## config.mk

```make
export PLATFORM = sky130hd
export DESIGN_NAME = i2c_slave_opencores
export DESIGN_NICKNAME = d
export VERILOG_FILES = /design/src/rtl/i2c_slave_pkg.sv /design/src/rtl/i2c_slave_bus_cond.sv /design/src/rtl/i2c_slave_opencores.sv
export SDC_FILE = /design/constraint.sdc
export NUM_CORES = 1
export LEC_CHECK = 0
export CORE_MARGIN = 10
export CORE_UTILIZATION = 30
export CTS_BUF_LIST = sky130_fd_sc_hd__clkbuf_4 sky130_fd_sc_hd__clkbuf_8 sky130_fd_sc_hd__clkbuf_16
export CTS_CLUSTER_DIAMETER = 50
export DETAILED_ROUTE_END_ITERATION = 7
export DONT_BUFFER_PORTS = 1
export GPL_ROUTABILITY_DRIVEN = 1
export PLACE_DENSITY = 0.51
export RECOVER_POWER = 50
export SYNTH_ARGS = -nofsm -noshare
export SYNTH_HDL_FRONTEND = slang
export SYNTH_SLANG_ARGS = --single-unit
```

## constraint.sdc

```tcl
create_clock -name wb_clk_i -period 2.4 [get_ports wb_clk_i]
set_input_delay 0.48 -clock wb_clk_i [delete_from_list [all_inputs] [get_ports wb_clk_i]]
set_output_delay 0.48 -clock wb_clk_i [all_outputs]
set_load 0.05 [all_outputs]
```

## src/rtl/i2c_slave_pkg.sv

```systemverilog
// Shared types and constants for the I2C target: FSM states, ACK/NACK levels, default address.
package i2c_slave_pkg;
   typedef enum logic [3:0] {
      IDLE, ADDR, ADDR_ACK, PTR, PTR_ACK, WDATA, WDATA_ACK, RDATA, RDATA_ACK
   } state_t;

   localparam logic       ACK            = 1'b0;
   localparam logic       NACK           = 1'b1;
   localparam logic [6:0] DEF_SLAVE_ADDR = 7'h50;
endpackage

```

## src/rtl/i2c_slave_bus_cond.sv

```systemverilog
// SCL/SDA synchronizers plus one-cycle pulses for SCL edges and START/STOP conditions.
module i2c_slave_bus_cond #(
   parameter int SYNC_STAGES = 2
) (
   input  logic clk,
   input  logic rst,
   input  logic scl_in,
   input  logic sda_in,
   output logic scl,
   output logic sda,
   output logic scl_rise,
   output logic scl_fall,
   output logic start,
   output logic stop
);
   logic [SYNC_STAGES-1:0] scl_sync, sda_sync;
   logic                   scl_prev, sda_prev;

   // Idle bus is high on both lines, so presetting to 1 avoids a false edge out of reset.
   always_ff @(posedge clk) begin
      if (rst) begin
         scl_sync <= '1;
         sda_sync <= '1;
         scl_prev <= 1'b1;
         sda_prev <= 1'b1;
      end else begin
         scl_sync <= {scl_sync[SYNC_STAGES-2:0], scl_in};
         sda_sync <= {sda_sync[SYNC_STAGES-2:0], sda_in};
         scl_prev <= scl;
         sda_prev <= sda;
      end
   end

   assign scl      = scl_sync[SYNC_STAGES-1];
   assign sda      = sda_sync[SYNC_STAGES-1];
   assign scl_rise = scl & ~scl_prev;
   assign scl_fall = ~scl & scl_prev;
   assign start    = scl & scl_prev & sda_prev & ~sda;
   assign stop     = scl & scl_prev & ~sda_prev & sda;
endmodule

```

## src/rtl/i2c_slave_opencores.sv

```systemverilog
// I2C target at one fixed 7-bit address with a byte-wide, auto-incrementing register strobe port.
// Define I2C_SLAVE_CLK_STRETCH_EN to add reg_rdy_i and hold SCL low after each strobe until it is seen.
module i2c_slave_opencores
   import i2c_slave_pkg::*;
#(
   parameter logic [6:0] SLAVE_ADDR  = DEF_SLAVE_ADDR,
   parameter int         REG_ADDR_W  = 8,
   parameter int         SYNC_STAGES = 2
) (
   input  logic                  wb_clk_i,
   input  logic                  wb_rst_i,
   input  logic                  scl_pad_in,
   input  logic                  sda_pad_in,
   output logic                  scl_pad_out,
   output logic                  scl_pad_en,
   output logic                  sda_pad_out,
   output logic                  sda_pad_en,
   output logic [REG_ADDR_W-1:0] reg_addr_o,
   output logic [7:0]            reg_wdata_o,
   output logic                  reg_we_o,
   output logic                  reg_rd_o,
`ifdef I2C_SLAVE_CLK_STRETCH_EN
   input  logic                  reg_rdy_i,
`endif
   input  logic [7:0]            reg_rdata_i,
   output logic                  busy_o
);
   state_t     state, nxt;
   logic       scl, sda, scl_rise, scl_fall, start, stop;
   logic [7:0] shreg, tx;
   logic [3:0] cnt;
   logic       rw, sda_drive, hold, cap;
   logic       byte_done, match;

   i2c_slave_bus_cond #(.SYNC_STAGES(SYNC_STAGES)) u_cond (
      .clk(wb_clk_i), .rst(wb_rst_i), .scl_in(scl_pad_in), .sda_in(sda_pad_in),
      .scl(scl), .sda(sda), .scl_rise(scl_rise), .scl_fall(scl_fall),
      .start(start), .stop(stop)
   );

   assign byte_done = (cnt == 4'd8);
   assign match     = (shreg[7:1] == SLAVE_ADDR);

`ifdef I2C_SLAVE_CLK_STRETCH_EN
   localparam bit STRETCH = 1'b1;
   logic pend, pend_rd;

   // SCL is grabbed on the first falling edge after a strobe and let go once user logic is ready.
   always_ff @(posedge wb_clk_i) begin
      if (wb_rst_i || stop) begin
         pend    <= 1'b0;
         pend_rd <= 1'b0;
         hold    <= 1'b0;
      end else if (reg_we_o || reg_rd_o) begin
         pend    <= 1'b1;
         pend_rd <= reg_rd_o;
      end else if (pend && !hold && scl_fall) begin
         hold <= 1'b1;
      end else if (hold && reg_rdy_i) begin
         hold    <= 1'b0;
         pend    <= 1'b0;
         pend_rd <= 1'b0;
      end
   end
   assign cap = hold & reg_rdy_i & pend_rd;
`else
   localparam bit STRETCH = 1'b0;
   logic rd_d;

   always_ff @(posedge wb_clk_i) begin
      if (wb_rst_i) rd_d <= 1'b0;
      else          rd_d <= reg_rd_o;
   end
   assign hold = 1'b0;
   assign cap  = rd_d;
`endif

   always_ff @(posedge wb_clk_i) begin
      if (wb_rst_i) state <= IDLE;
      else          state <= nxt;
   end

   always_comb begin
      nxt = state;
      if (stop) nxt = IDLE;
      else if (start) nxt = ADDR;
      else begin
         case (state)
            ADDR:      if (scl_fall && byte_done) nxt = match ? ADDR_ACK : IDLE;
            ADDR_ACK:  if (scl_fall) nxt = rw ? RDATA : PTR;
            PTR:       if (scl_fall && byte_done) nxt = PTR_ACK;
            PTR_ACK:   if (scl_fall) nxt = WDATA;
            WDATA:     if (scl_fall && byte_done) nxt = WDATA_ACK;
            WDATA_ACK: if (scl_fall) nxt = WDATA;
            RDATA:     if (scl_fall && byte_done) nxt = RDATA_ACK;
            RDATA_ACK: begin
               if (scl_rise && sda == NACK) nxt = IDLE;
               else if (scl_fall)           nxt = RDATA;
            end
            default: ;
         endcase
      end
   end

   // Release on STOP is combinational so SDA lets go in the detection cycle itself.
   always_comb begin
      sda_pad_out = 1'b0;
      scl_pad_out = 1'b0;
      sda_pad_en  = ~(sda_drive & ~stop);
      scl_pad_en  = ~hold;
   end

   always_ff @(posedge wb_clk_i) begin
      if (wb_rst_i) begin
         shreg       <= '0;
         tx          <= '0;
         cnt         <= '0;
         rw          <= 1'b0;
         sda_drive   <= 1'b0;
         reg_addr_o  <= '0;
         reg_wdata_o <= '0;
         reg_we_o    <= 1'b0;
         reg_rd_o    <= 1'b0;
         busy_o      <= 1'b0;
      end else begin
         reg_we_o <= 1'b0;
         reg_rd_o <= 1'b0;
         if (reg_we_o) reg_addr_o <= reg_addr_o + REG_ADDR_W'(1);
         if (stop || start) begin
            sda_drive <= 1'b0;
            cnt       <= '0;
            if (stop) busy_o <= 1'b0;
         end else begin
            if (scl_rise && (state == ADDR || state == PTR || state == WDATA)) begin
               shreg <= {shreg[6:0], sda};
               cnt   <= cnt + 4'd1;
            end
            if (scl_fall) begin
               case (state)
                  ADDR: if (byte_done) begin
                     sda_drive <= match;
                     busy_o    <= match;
                     rw        <= shreg[0];
                     reg_rd_o  <= match & shreg[0];
                  end
                  PTR: if (byte_done) begin
                     reg_addr_o <= REG_ADDR_W'(shreg);
                     sda_drive  <= 1'b1;
                  end
                  WDATA: if (byte_done) begin
                     reg_wdata_o <= shreg;
                     reg_we_o    <= 1'b1;
                     sda_drive   <= 1'b1;
                  end
                  ADDR_ACK, PTR_ACK, WDATA_ACK, RDATA_ACK: begin
                     if (state == RDATA_ACK || (state == ADDR_ACK && rw)) begin
                        sda_drive <= ~tx[7];
                        tx        <= {tx[6:0], 1'b0};
                        cnt       <= 4'd1;
                     end else begin
                        sda_drive <= 1'b0;
                        cnt       <= '0;
                     end
                  end
                  RDATA: begin
                     if (byte_done) sda_drive <= 1'b0;
                     else begin
                        sda_drive <= ~tx[7];
                        tx        <= {tx[6:0], 1'b0};
                        cnt       <= cnt + 4'd1;
                     end
                  end
                  default: ;
               endcase
            end
            if (state == RDATA_ACK && scl_rise) begin
               if (sda == ACK) begin
                  reg_addr_o <= reg_addr_o + REG_ADDR_W'(1);
                  reg_rd_o   <= 1'b1;
               end else begin
                  busy_o <= 1'b0;
               end
            end
         end
         // With stretching, fresh read data arrives after the MSB slot opened; replace it while SCL is held.
         if (cap) begin
            if (STRETCH && state == RDATA) begin
               sda_drive <= ~reg_rdata_i[7];
               tx        <= {reg_rdata_i[6:0], 1'b0};
            end else begin
               tx <= reg_rdata_i;
            end
         end
      end
   end
endmodule

```

### Word level (Yosys, flattened, before mapping)

Index checks and enable logic that the tools add are counted.

| cells by class | value |
|---|---|
| equal/unequal tests | 30 |
| reduce and logical (&&, ||, !) cells | 28 |
| bitwise logic cells | 19 |
| $add $sub $neg | 2 |
| multiplexer cells | 48 |

Operators by type and width:

| operator | number |
|---|---|
| 2-to-1 mux 8 bit | 12 |
| 2-to-1 mux 4 bit | 11 |
| case mux 4 bit (7 select lines) | 1 |
| inequality test 3 bit (second input constant) | 8 |
| 2-to-1 mux 1 bit | 19 |
| equality test 4 x 3 -> 1 bit (second input constant) | 4 |
| inequality test 2 bit (second input constant) | 8 |
| case mux 8 bit (2 select lines) | 1 |
| AND reduction 8 bit | 2 |
| AND reduction 4 bit | 3 |
| NOT 1 bit | 10 |
| AND 1 bit | 9 |
| adder 8 x 1 -> 8 bit (second input constant) | 1 |
| equality test 4 x 2 -> 1 bit (second input constant) | 2 |
| equality test 4 bit (second input constant) | 2 |
| case mux 4 bit (2 select lines) | 1 |
| nonzero test 8 bit | 1 |
| OR reduction 2 bit | 4 |
| OR reduction 4 bit | 2 |
| equality test 7 bit (second input constant) | 1 |
| nonzero test 7 bit | 1 |
| logical AND 1 bit | 5 |
| AND reduction 5 bit | 1 |
| adder 4 x 1 -> 4 bit (second input constant) | 1 |
| other kinds (13) | 17 |

| word-level totals | value |
|---|---|
| bits in registers | 52 |

### Logic depth before layout (Yosys ltp)

| logic depth | value |
|---|---|
| depth in word-level cells | 8 |
| depth in mapped cells | 9 |
| mapped depth without buffers | 7 |

### Hierarchy

A second synthesis with hierarchy kept.

| second synthesis, totals | value |
|---|---|
| cells, all modules | 324 |
| area total of the unflattened synthesis | 2756.4 um^2 |

Modules (own cells, without submodules):

| module | instances | area each (um^2) | cells each |
|---|---|---|---|
| i2c_slave_opencores | 1 | 2566.2 | 308 |
| i2c_slave_bus_cond | 1 | 190.2 | 16 |

### Worst setup path before layout

No wires, ideal clock.

| timing | value |
|---|---|
| path kind | register -> output |
| from | register u_cond.sda_sync[1] |
| to | output port sda_pad_en |
| stages on the path, launching flop included | 4 |
| required time | 1.920 ns |
| path buffers | 1 |
| setup slack | 0.284 ns |
| arrival time | 1.636 ns |
| cell sequence | dfxtp_1 buf_2 nand2b_1 o21ai_0 |

| between the ends | value |
|---|---|
| longest elaborated chain between the ends | 4 |

RTL lines:

| item | RTL line | RTL |
|---|---|---|
| start, declared | i2c_slave_bus_cond.sv:16 | `logic [SYNC_STAGES-1:0] scl_sync, sda_sync;` |
| start signal, assigned | i2c_slave_bus_cond.sv:28 | `sda_sync <= {sda_sync[SYNC_STAGES-2:0], sda_in};` |
| AND 1 bit | i2c_slave_bus_cond.sv:39 | `assign stop = scl & scl_prev & ~sda_prev & sda;` |
| NOT 1 bit | i2c_slave_opencores.sv:109 | `sda_pad_en = ~(sda_drive & ~stop);` |
| AND 1 bit | i2c_slave_opencores.sv:109 |  |
| NOT 1 bit | i2c_slave_opencores.sv:109 |  |
| end, declared | i2c_slave_opencores.sv:17 | `output logic sda_pad_en,` |

No other way between the ends.

### Worst setup path in the final report

| timing | value |
|---|---|
| from | register cnt[0] |
| to | register state[0] |

| between the ends | value |
|---|---|
| longest elaborated chain between the ends | 4 |
| elaborated cells between the ends (all ways) | 7 |
| classes of those cells | eq/ne: 5; reduce/logical: 2 |

RTL lines:

| item | RTL line | RTL |
|---|---|---|
| start, declared | i2c_slave_opencores.sv:31 | `logic [3:0] cnt;` |
| start signal, assigned | i2c_slave_opencores.sv:136 | `cnt <= cnt + 4'd1;` |
| start signal, assigned | i2c_slave_opencores.sv:170 | `cnt <= cnt + 4'd1;` |
| equality test 4 bit (*) | i2c_slave_opencores.sv:41 | `assign byte_done = (cnt == 4'd8);` |
| logical AND 1 bit (*) | n/a |  |
| inequality test 3 bit (no line) | n/a |  |
| AND reduction 8 bit (no line) (*) | n/a |  |
| end signal, assigned | i2c_slave_opencores.sv:80 | `else state <= nxt;` |
| end, declared | i2c_slave_opencores.sv:28 | `state_t state, nxt;` |

Every way passes the cells marked *; elsewhere a longest branch is shown, timed or not.
A chain may end at the register's enable or synchronous reset.

==> metrics.csv <==
metric;value;unit
status;completed;
drv_cap;0;
overflow;0;
p_leak;1.24;nW
drive_above_1_share;0.117;
grt_pass1_wl;11400;um
synth_area;2690;um2
dpl_worst_slack;158;ps
track_usage;0.104;
grt_max_degree;45;
gp_congestion;0.853;
clockBufferDepth;2;
p_total;0.00148;W
detailed_place.area;2910;um2
fin_crit_sh;0.911;
skew;8.18;ps
end_kind;flop;
cts_buffers;5;
period_minus_slack;2190;ps
core_area;8720;um2
netlist.area_leader.share;0.387;
synth.most_common_cell;dfxtp_1;
cts_max_level;2;
post_drt_wl_per_cell;15.7;um
grt_pass1_vias;2149;
synth-seq-cells;52;
num_rows;34;
syn2layout_area_growth;10.7;%
placement.io_buffers;0;
worst_slack;215;ps
synth-edff-count;0;
synth_cell_types;55;
synthTopCellsByArea;dfxtp_1 (39%), mux2i_1 (9.3%), nor2_1 (5.9%);
start_util;0.309;
cts.sinks;52;
finalHoldViolations;0;
synthFlopType;dfxtp_1;
fin_tns_setup;0;ps
antenna_found_initial;0;
vias_per_cell;5.14;
rsz0062_at_grt;false;
cts-root-buf;clkbuf_8;
critPathKind;reg -> reg;
crit_required;2630;ps
peakVddDrop;0.000206;V
maxSlewHeadroom;0.480;
first_pass_iters;4;
clkTransAtPathRegs;100;ps
final_antenna_net_count;0;
fin_util;0.342;
powerDensity;495;nW/um2
avgSynthCellArea;8.63;um2
diodes;0;
yosys.area.top_type;dfxtp_1;
die_x;115;um
hpwl;4970;um
critPathLaunchType;flop;
fin_area;2980;um2
synth_warnings;0;
yosysSeqAreaShare;0.387;
slew_viol_final;0;
drc;0;
fmax;0.458;GHz
synthTopCellsByCount;dfxtp_1 (52), nor2_1 (42), mux2i_1 (25), nand2_1 (15);
die_h;115;um
vias;2221;
finalNetCount;338;
cp.arrival;2420;ps
io_pins;35;
cts_tree;yes;
min_path_type;in -> reg;
setup_viol_count_final;0;
dieArea;13200;um2
async_reset_ff_frac;0;
r2r_slack;210;ps
synthCells;312;
drt_iter0_drc;171;
clock_latency;310;ps
worst-path-max-fanout;6;
holdBufCountCts;0;
drt_wl_total;6800;um
worst_slew_pin_slew;780;ps
[routing by layer]
layer	part of all wire	global-route usage	vias up	wire [um]
li1	-	-	1134	-
met1	0.48	0.140	1041	3280
met2	0.44	0.157	42	3000
met3	0.071	0.0398	4	485
met4	0.0057	0.0182	0	39
met5	0	0	-	0
[cells in the final DEF (no fill, tap or decap), types with 4 or more instances in the layout]
master / n
a211oi_1: 10
a21oi_1: 13
and3_1: 4
buf_4: 16
clkbuf_1: 10
clkbuf_8: 6
dfxtp_1: 52
inv_1: 6
mux2i_1: 25
nand2_1: 15
nand2b_1: 6
nand3_1: 8
nand4_1: 4
nor2_1: 42
nor2b_1: 6
nor3_1: 4
o21ai_0: 10
o22ai_1: 4
or2_2: 8
or3_1: 4
xnor2_1: 5
xor2_1: 10
[stage by stage]
stage / hold WS (ps) / instances
after floorplan: 389 / 313
after global placement: 397 / 424
after detailed placement: 397 / 424
after CTS: 229 / 432
after global routing: 221 / 432
final: 236 / 432
[cell families (layout without fill, tap and decap cells)]
logic type,count (synthesis),after routing,synth area share
AND/OR/NAND/NOR,120,120,0.238
AO/OA/AOI/OAI,65,65,0.164
flip-flops,52,52,0.387
buffers and inverters,30,41,0.0530
multiplexers,25,25,0.0930
XOR/XNOR,15,15,0.0488
adder cells (fa/ha/maj),3,3,0.0139
other,2,3,0.00279
[final cells by class]
type,count,area (um2)
fill,943,5740
multi-input combinational,231,1520
sequential,52,1040
timing repair buffer,27,163
tap,108,135
clock buffer,7,90.1
inverter,6,22.5
clock inverter,1,7.51
[critical path, cell delays in order (launching register included)]
cell	delay, ps
dfxtp_1	380
inv_1	70
ha_1	210
nand3b_1	150
nor3_1	80
buf_4	160
nor3_1	600
o21ai_0	210
a211oi_1	250
[sequential cells by signal, indices dropped and copies added, names as in the netlist, 2 cells and up]
register and count:
cnt 4, reg_addr_o 8, reg_wdata_o 8, shreg 8
state 4, tx 8, u_cond.scl_sync 2, u_cond.sda_sync 2
[final timing paths]
kind,endpoint,from,depth (start not counted)
min,cap,wb_rst_i,1
max,state[0],cnt[0],8
max reg2reg,state[0],cnt[0],8
min reg2reg,u_cond.scl_sync[1],u_cond.scl_sync[0],1
[timing repair]
action,in CTS,in global routing
setup endpoints to repair,0,1
gates resized for setup,0,1
setup buffers,0,0
[power by group]
group	total [W]	internal [W]	switching [W]
sequential	0.000879	0.000868	0.0000107
clock	0.000535	0.000246	0.000289
combinational	0.0000609	0.0000212	0.0000397
No activity file was read; power rests on OpenSTA's default activity.
